**config.mk**
```make
export PLATFORM = sky130hd
export DESIGN_NAME = restoring_divider
export DESIGN_NICKNAME = d
export VERILOG_FILES = /design/src/rtl/restoring_divider_pkg.sv /design/src/rtl/restoring_divider_cla_sub.sv /design/src/rtl/restoring_divider.sv
export SDC_FILE = /design/constraint.sdc
export NUM_CORES = 1
export LEC_CHECK = 0
export CORE_MARGIN = 2
export CORE_UTILIZATION = 40
export CTS_CLUSTER_SIZE = 40
export DETAILED_ROUTE_END_ITERATION = 12
export DONT_BUFFER_PORTS = 1
export GPL_TIMING_DRIVEN = 1
export PLACE_DENSITY = 0.64
export SYNTH_ARGS = -nofsm -noshare
export SYNTH_HDL_FRONTEND = slang
export SYNTH_SLANG_ARGS = --single-unit
export TNS_END_PERCENT = 10
```
**constraint.sdc**
```tcl
create_clock -name clk -period 6 [get_ports clk]
set_input_delay 1.2 -clock clk [delete_from_list [all_inputs] [get_ports clk]]
set_output_delay 1.2 -clock clk [all_outputs]
set_load 0.02 [all_outputs]
```
**src/rtl/restoring_divider_pkg.sv**
```systemverilog
// Shared types for the restoring divider: FSM state encoding and default width.
// Latency: n/a (declarations only).
// Backpressure: n/a.
package div_pkg;

  typedef enum logic [1:0] {IDLE, CALC, DONE} div_state_t;

  localparam int DIV_WIDTH_DEFAULT = 8;

endpackage

```
**src/rtl/restoring_divider_cla_sub.sv**
```systemverilog
// Combinational subtractor A - B = A + ~B + 1 built from 4-bit lookahead groups
// with the group carry rippling into the next group. Latency: 0 cycles.
// Backpressure: none (pure combinational slice).
//
// Ports:
//   i_a      minuend
//   i_b      subtrahend
//   o_diff   A - B modulo 2^WIDTH
//   o_borrow 1 when B > A (inverse of the adder carry out)
module cla_sub #(
  parameter int WIDTH = 9
) (
  input  logic [WIDTH-1:0] i_a,
  input  logic [WIDTH-1:0] i_b,
  output logic [WIDTH-1:0] o_diff,
  output logic             o_borrow
);

  localparam int NG = (WIDTH + 3) / 4;

  logic [WIDTH-1:0] w_bn;
  assign w_bn = ~i_b;

  genvar k;
  generate
    for (k = 0; k < NG; k++) begin : g_grp
      localparam int LO = 4 * k;
      // The top group is narrower whenever WIDTH is not a multiple of 4.
      localparam int GW = ((WIDTH - LO) < 4) ? (WIDTH - LO) : 4;

      logic          w_cin;
      logic          w_cout;
      logic [GW-1:0] w_g;
      logic [GW-1:0] w_p;
      logic [GW:0]   w_c;

      // The +1 of two's-complement negation enters as the carry into group 0.
      if (k == 0) begin : g_first
        assign w_cin = 1'b1;
      end else begin : g_rest
        assign w_cin = g_grp[k-1].w_cout;
      end

      assign w_g = i_a[LO +: GW] & w_bn[LO +: GW];
      assign w_p = i_a[LO +: GW] ^ w_bn[LO +: GW];

      // Every carry inside the group is a flat sum of products of the group's
      // g/p terms and the group carry-in, so no carry waits on another bit.
      always_comb begin
        logic v_gen;
        logic v_prop;
        v_gen  = 1'b0;
        v_prop = 1'b0;
        w_c    = '0;
        w_c[0] = w_cin;
        for (int i = 0; i < GW; i++) begin
          v_gen  = w_g[i];
          v_prop = w_p[i];
          for (int j = i - 1; j >= 0; j--) begin
            v_gen  = v_gen | (v_prop & w_g[j]);
            v_prop = v_prop & w_p[j];
          end
          w_c[i+1] = v_gen | (v_prop & w_cin);
        end
      end

      assign o_diff[LO +: GW] = w_p ^ w_c[GW-1:0];
      assign w_cout           = w_c[GW];
    end
  endgenerate

  assign o_borrow = ~g_grp[NG-1].w_cout;

endmodule

```
**src/rtl/restoring_divider.sv**
```systemverilog
// Unsigned restoring divider, one quotient bit per clock via a lookahead subtractor.
// Latency: WIDTH cycles from accept to out_valid (1 cycle for a zero divisor).
// Backpressure: in_ready only in IDLE; result held in DONE until out_ready.
//
// Ports:
//   clk, rst_n              clock, asynchronous active-low reset
//   in_valid/in_ready       operand handshake; dividend/divisor sampled on accept
//   out_valid/out_ready     result handshake
//   quotient/remainder      result, held after DONE until the next result loads
//   div_by_zero             result came from a zero divisor
module restoring_divider
  import div_pkg::*;
#(
  parameter int WIDTH = DIV_WIDTH_DEFAULT
) (
  input  logic             clk,
  input  logic             rst_n,
  input  logic             in_valid,
  output logic             in_ready,
  input  logic [WIDTH-1:0] dividend,
  input  logic [WIDTH-1:0] divisor,
  output logic             out_valid,
  input  logic             out_ready,
  output logic [WIDTH-1:0] quotient,
  output logic [WIDTH-1:0] remainder,
  output logic             div_by_zero
);

  localparam int CW = $clog2(WIDTH) + 1;

  div_state_t       r_state;
  logic [WIDTH-1:0] r_d;
  logic [WIDTH:0]   r_r;
  logic [WIDTH-1:0] r_q;
  logic [CW-1:0]    r_cnt;
  logic [WIDTH-1:0] r_quotient;
  logic [WIDTH-1:0] r_remainder;
  logic             r_dbz;

  logic [WIDTH:0]   w_rshift;
  logic [WIDTH:0]   w_diff;
  logic             w_borrow;
  logic [WIDTH:0]   w_r_next;
  logic [WIDTH-1:0] w_q_next;
  logic             w_last;
  logic             w_accept;
  logic             w_unused_rmsb;

  // Bring down the next dividend bit into the partial remainder.
  assign w_rshift = {r_r[WIDTH-1:0], r_q[WIDTH-1]};

  cla_sub #(
    .WIDTH (WIDTH + 1)
  ) u_sub (
    .i_a      (w_rshift),
    .i_b      ({1'b0, r_d}),
    .o_diff   (w_diff),
    .o_borrow (w_borrow)
  );

  // Restore on borrow: keep the shifted remainder instead of the difference.
  assign w_r_next = w_borrow ? w_rshift : w_diff;
  assign w_q_next = {r_q[WIDTH-2:0], ~w_borrow};
  assign w_last   = (r_cnt == CW'(WIDTH - 1));
  assign w_accept = in_valid && (r_state == IDLE);

  // After each step R < D, so the partial remainder MSB never feeds the result.
  assign w_unused_rmsb = r_r[WIDTH];

  always_ff @(posedge clk or negedge rst_n) begin
    if (!rst_n) begin
      r_state     <= IDLE;
      r_d         <= '0;
      r_r         <= '0;
      r_q         <= '0;
      r_cnt       <= '0;
      r_quotient  <= '0;
      r_remainder <= '0;
      r_dbz       <= 1'b0;
    end else begin
      case (r_state)
        IDLE: begin
          if (w_accept) begin
            if (divisor == '0) begin
              r_quotient  <= '1;
              r_remainder <= dividend;
              r_dbz       <= 1'b1;
              r_state     <= DONE;
            end else begin
              r_d     <= divisor;
              r_r     <= '0;
              r_q     <= dividend;
              r_cnt   <= '0;
              r_state <= CALC;
            end
          end
        end
        CALC: begin
          r_r   <= w_r_next;
          r_q   <= w_q_next;
          r_cnt <= r_cnt + CW'(1);
          if (w_last) begin
            r_quotient  <= w_q_next;
            r_remainder <= w_r_next[WIDTH-1:0];
            r_dbz       <= 1'b0;
            r_state     <= DONE;
          end
        end
        DONE: begin
          if (out_ready) begin
            r_state <= IDLE;
          end
        end
        default: r_state <= IDLE;
      endcase
    end
  end

  // Handshake outputs are pure state decodes: no path from in_valid/out_ready.
  assign in_ready    = (r_state == IDLE);
  assign out_valid   = (r_state == DONE);
  assign quotient    = r_quotient;
  assign remainder   = r_remainder;
  assign div_by_zero = r_dbz;

endmodule

```
* Yosys cells after proc, flatten, opt, wreduce, memory -nomap -nowiden *
Cells that the tools add are included.

word-level totals
  flip-flop bits (word level) = 47
  bits of input ports = 20
  word-level logic and storage cells = 112

cells by class
  add/sub/neg operators = 1
  eq/ne operators = 8
  mux-type cells = 27
  bitwise logic cells = 60
  reduce and logical (&&, ||, !) cells = 8

operators by type and width
  cell                 number
  $mux 8               11
  $pmux 8 s2           4
  $and 1x1->1          30
  $or 1x1->1           21
  $xor 4x4->4          4
  $not 8->9            1
  $reduce_and 3->1     3
  $and 4x4->4          2
  $logic_not 8->1      1
  $mux 2               4
  $mux 4               2
  $pmux 4 s2           1
  $ne 2x1->1 const B   3
  $pmux 2 s3           1
  $add 4x1->4 const B  1
  $eq 4x3->1 const B   1
  $ne 2x2->1 const B   2
  $reduce_and 4->1     1
  $mux 1               3
  $eq 2x1->1 const B   1
  $eq 2x2->1 const B   1
  $logic_not 2->1      1
  $pmux 1 s2           1
  $reduce_bool 2->1    1
  other kinds (3)      3

* Longest topological paths before layout *
  depth after elaboration = 14
  gate-level depth with buffers = 9

* Modules after synthesis *
A second synthesis with hierarchy kept.

unflattened totals
  cell total of the unflattened synthesis = 217
  area total of the unflattened synthesis = 2419.8 µm²

modules (own cells, without submodules)
  module             instances  cells each  area each (µm²)  seq. area each (µm²)
  restoring_divider  1          171         2075.7           1176.1
  cla_sub            1          46          344.1            0.0

* Least setup slack after synthesis *
Ideal clock, no wire load.

  path kind = input -> register
  start point = input port divisor[5]
  end point = register r_d[0]
  setup time = 125 ps
  data arrival time = 2267 ps
  required time = 5875 ps
  slack = 3609 ps
  stages on the path = 4
  buffers on the path = 0
  cell sequence = nor4_4 -> a21boi_0 -> nand2_1 -> mux2_2

between the ends
  cells in the longest elaborated chain, start to end = 3

RTL lines
  element                     line                     source
  start: declaration          restoring_divider.sv:21  input logic [WIDTH-1:0] divisor,
  $logic_not 8->1             restoring_divider.sv:84  if (divisor == '0) begin
  $not 1->1 (no line)         -
  $reduce_and 3->1 (no line)  -
  end signal: assignment      restoring_divider.sv:90  r_d <= divisor;
  end: declaration            restoring_divider.sv:32  logic [WIDTH-1:0] r_d;

Every way passes these cells.
A chain may end at the register's enable or synchronous reset.

* Worst setup path in the final report *
  start point = register r_state[1]
  end point = output port in_ready

between the ends
  cells in the longest elaborated chain, start to end = 1

RTL lines
  element                   line                      source
  start: declaration        restoring_divider.sv:31   div_state_t r_state;
  start signal: assignment  restoring_divider.sv:72   r_state <= IDLE;
  start signal: assignment  restoring_divider.sv:88   r_state <= DONE;
  start signal: assignment  restoring_divider.sv:94   r_state <= CALC;
  $logic_not 2->1           restoring_divider.sv:120  assign in_ready = (r_state == IDLE);
  end: declaration          restoring_divider.sv:19   output logic in_ready,

Every way passes these cells.

==> results.md <==
- Die Y-Extent: 83.7 um
- Final #Nets: 284
- Setup bufs post-CTS: 0
- Total CTS buffers: 5
- Post-synth cell types: 46
- Warnings from Yosys: 0
- Core Rows: 29
- Worst Path Buf+Inv: 0
- Crit path cell chain: nor2_1
- Gates resized, CTS repair: 0
- Data arrival, critical path: approximately 1.4 ns
- DIE AREA: 0.00701 mm2
- I/O Pins: 39
- CTS Hold Bufs: 0
- Register area share after synthesis: 46.3%
- Setup TNS: 0 ns
- Critical-path maximum fanout: 13
- DP Area: 0.00256 mm2
- Synth area leaders: dfrtp_1 46%, nand2_1 6.9%, ha_1 4.9%, mux2_2 3.5%, nor2_1 3.4%
- Syn avg cell area: 9.81 um2
- Syn Nets: 290
- Cell taking the most area after synthesis: dfrtp_1
- Cell family with most CP delay: flip-flops
- Relative slew slack: 40.3%
- Multi-input gate area: 0.00123 mm2
- Initial antenna violation count: 0
- Critical-path top delay cell: dfrtp_1
- DR vias: 1,789
- CORE AREA: 0.00624 mm2
- Netlist Area Pre-Place: ~0.0025 mm2
- Register area: ~0.0012 mm2
- Worst vdd ir: 213 uV
- R2R Setup Slk: 3.49 ns
- Worst Setup End Kind: output pin
- Largest net degree at the start of global routing: 48
- Final ANT Viol Nets: 0
- First-pass GRT wire length: 9200 um
- Post-DP HPWL: 3900 um
- Area Overhead vs Synth: 5.27%
- Design area: 0.00268 mm2
- Tmin final: 2.57 ns
- P per Cell Area: 661 mW/mm2
- CTS tree: yes
- IO buf count: 0
- RSZ-0062 raised after global routing: no
- R2R Path End: remainder[0]
- Worst Tran Pin Value: 0.895 ns
- Outcome: finished clean
- DRC: 0
- Final core utilization: 42.9%
- Drt pass-1 iters: 4
- H-tree levels: 2
- CP peak stage delay: between 0.5 and 0.6 ns
- Avg WL per Cell: between 15 and 20 um
- Req. time, crit path: between 4 and 5 ns
- Pwr Total: 1770 uW
- CP Launch Type: flip-flop
- Total GRT Usage: 16.4%
- GR Overflow Total: 0
- Iter 0 DRT Violations: 89
- Post-Layout Cell Count: 331
- Worst r2r src: r_state[1]
- Die X: 83.7 um
- Fmax: approximately 0.4 GHz
- Final count of hold timing violations: 0
- Max-cap violation count: 0
- Vias per cell: 5.40
- Inst Count DP: 323
- N_diodes: 0
- Final setup violation count: 0
- Wirelength, routed: 5240 um
- Skew-Pair Late Insertion Delay: 0.31 ns
- Ys async rst share: 100%
- R2R depth: 5
- Synth Register Bits: 47
- EDFF count, synth: 0
- Final period util: 42.9%
- Post-synth top flop: dfrtp_1
- Vias in the first global route: 1,778
- RePlAce Congestion: 0.790
- Leak Pwr: roughly 0.0012 uW
- Pins Over Slew Limit: 0
- CTS max path bufs: 2
- Fill count: roughly 620
- Hold Path Origin: r_r[7]
- Skew final: 0.0137 ns
- Hold Path Cell Cnt: 2
- Min-Delay Path Class: reg -> reg
- Clk Tree Root Cell: clkbuf_8
- Hold endpoint: r_r[7]
- Starting Density: 40.7%
- Setup CP Type: reg -> out
- Layout cells sized above 1: roughly an eighth
- Gate Count Post-Synth: ~260
- Clk pin slew, worst setup/hold paths: 0.09 ns
- CTS Sinks: 47
- Top-area cell type share of the netlist area: a little under half
[power by group]
group | internal, uW | leakage (uW) | switching, uW | total [uW]
combinational | 366 | 0.000600 | 508 | 874
sequential | 474 | 0.000562 | 182 | 656
clock | 126 | 0.0000587 | 114 | 240
[per-stage QoR]
stage / hold WS (ns) / setup slack (ns)
after floorplan: 0.438 / 3.61
after global placement: 0.461 / 3.34
after detailed placement: 0.464 / 3.27
after CTS: 0.485 / 3.42
after global routing: 0.528 / 3.23
final: 0.479 / 3.43
[logic make-up (layout without fill, tap and decap cells)]
| family | after synthesis | count (layout) | synth area share, % |
|---|---|---|---|
| buffers and inverters | 29 | 24 | 5.47 |
| multiplexers | 17 | 17 | 7.29 |
| flip-flops | 47 | 47 | 46.3 |
| XOR/XNOR | 6 | 6 | 2.07 |
| adder cells (fa/ha/maj) | 11 | 11 | 5.71 |
| AO/OA/AOI/OAI | 63 | 63 | 17.5 |
| AND/OR/NAND/NOR | 86 | 86 | 15.7 |
[flip-flops by register name (all words and copies together) (netlist names)]
signal       cells
r_cnt            4
remainder        8
div_by_zero      1
r_q              8
r_d              8
r_state          2
r_r              8
quotient         8
[cell type report]
class                           instances  share of cell area (%)
Inverter                               16                    2.25
Clock buffer                            5                    2.57
Sequential cell                        47                    44.0
Clock inverter                          3                    1.78
Multi-Input combinational cell        183                    45.8
Tap cell                               77                    3.60
[routing by layer]
metal | track usage [%] | vias up | wire length, um
met5 | 0 | - | 0
met4 | 6.01 | 0 | 103
met3 | 4.35 | 10 | 256
met2 | 26.5 | 31 | 2690
met1 | 21.3 | 858 | 2190
li1 | - | 890 | -
[how the worst max path moves through the flow]
stage                     startpoint      endpoint  cells after the start
after floorplan           divisor[5]        r_d[0]                      4
after global placement    divisor[5]  remainder[0]                      5
after detailed placement  divisor[5]  remainder[0]                      5
after CTS                 r_state[1]      in_ready                      1
after global routing      r_state[1]  remainder[0]                      5
final                     r_state[1]      in_ready                      1
[cells in the mapped netlist (2+ instances only)]
library cell / instances
a211oi_1: 3
a21oi_1: 13
a22o_1: 2
a31oi_1: 9
buf_2: 6
buf_6: 3
clkbuf_1: 4
dfrtp_1: 47
ha_1: 10
inv_1: 16
mux2_2: 8
mux2i_1: 8
nand2_1: 47
nand2b_1: 3
nand3_1: 4
nor2_1: 23
nor4_4: 2
o21ai_0: 11
o21ai_1: 6
o221ai_1: 3
o221ai_2: 2
xnor2_1: 5
[placed cells by master (no fill, tap or decap), types with 4 or more instances in the layout]
| master | Yosys | routed |
|---|---|---|
| nand3_1 | 4 | 4 |
| o21ai_0 | 11 | 11 |
| ha_1 | 10 | 10 |
| xnor2_1 | 5 | 5 |
| mux2i_1 | 8 | 8 |
| a21oi_1 | 13 | 13 |
| nor2_1 | 23 | 23 |
| mux2_2 | 8 | 8 |
| a31oi_1 | 9 | 9 |
| dfrtp_1 | 47 | 47 |
| o21ai_1 | 6 | 6 |
| inv_1 | 16 | 16 |
| nand2_1 | 47 | 47 |
| clkbuf_8 | 0 | 5 |
Note: power is estimated with default switching activity, not from simulation.
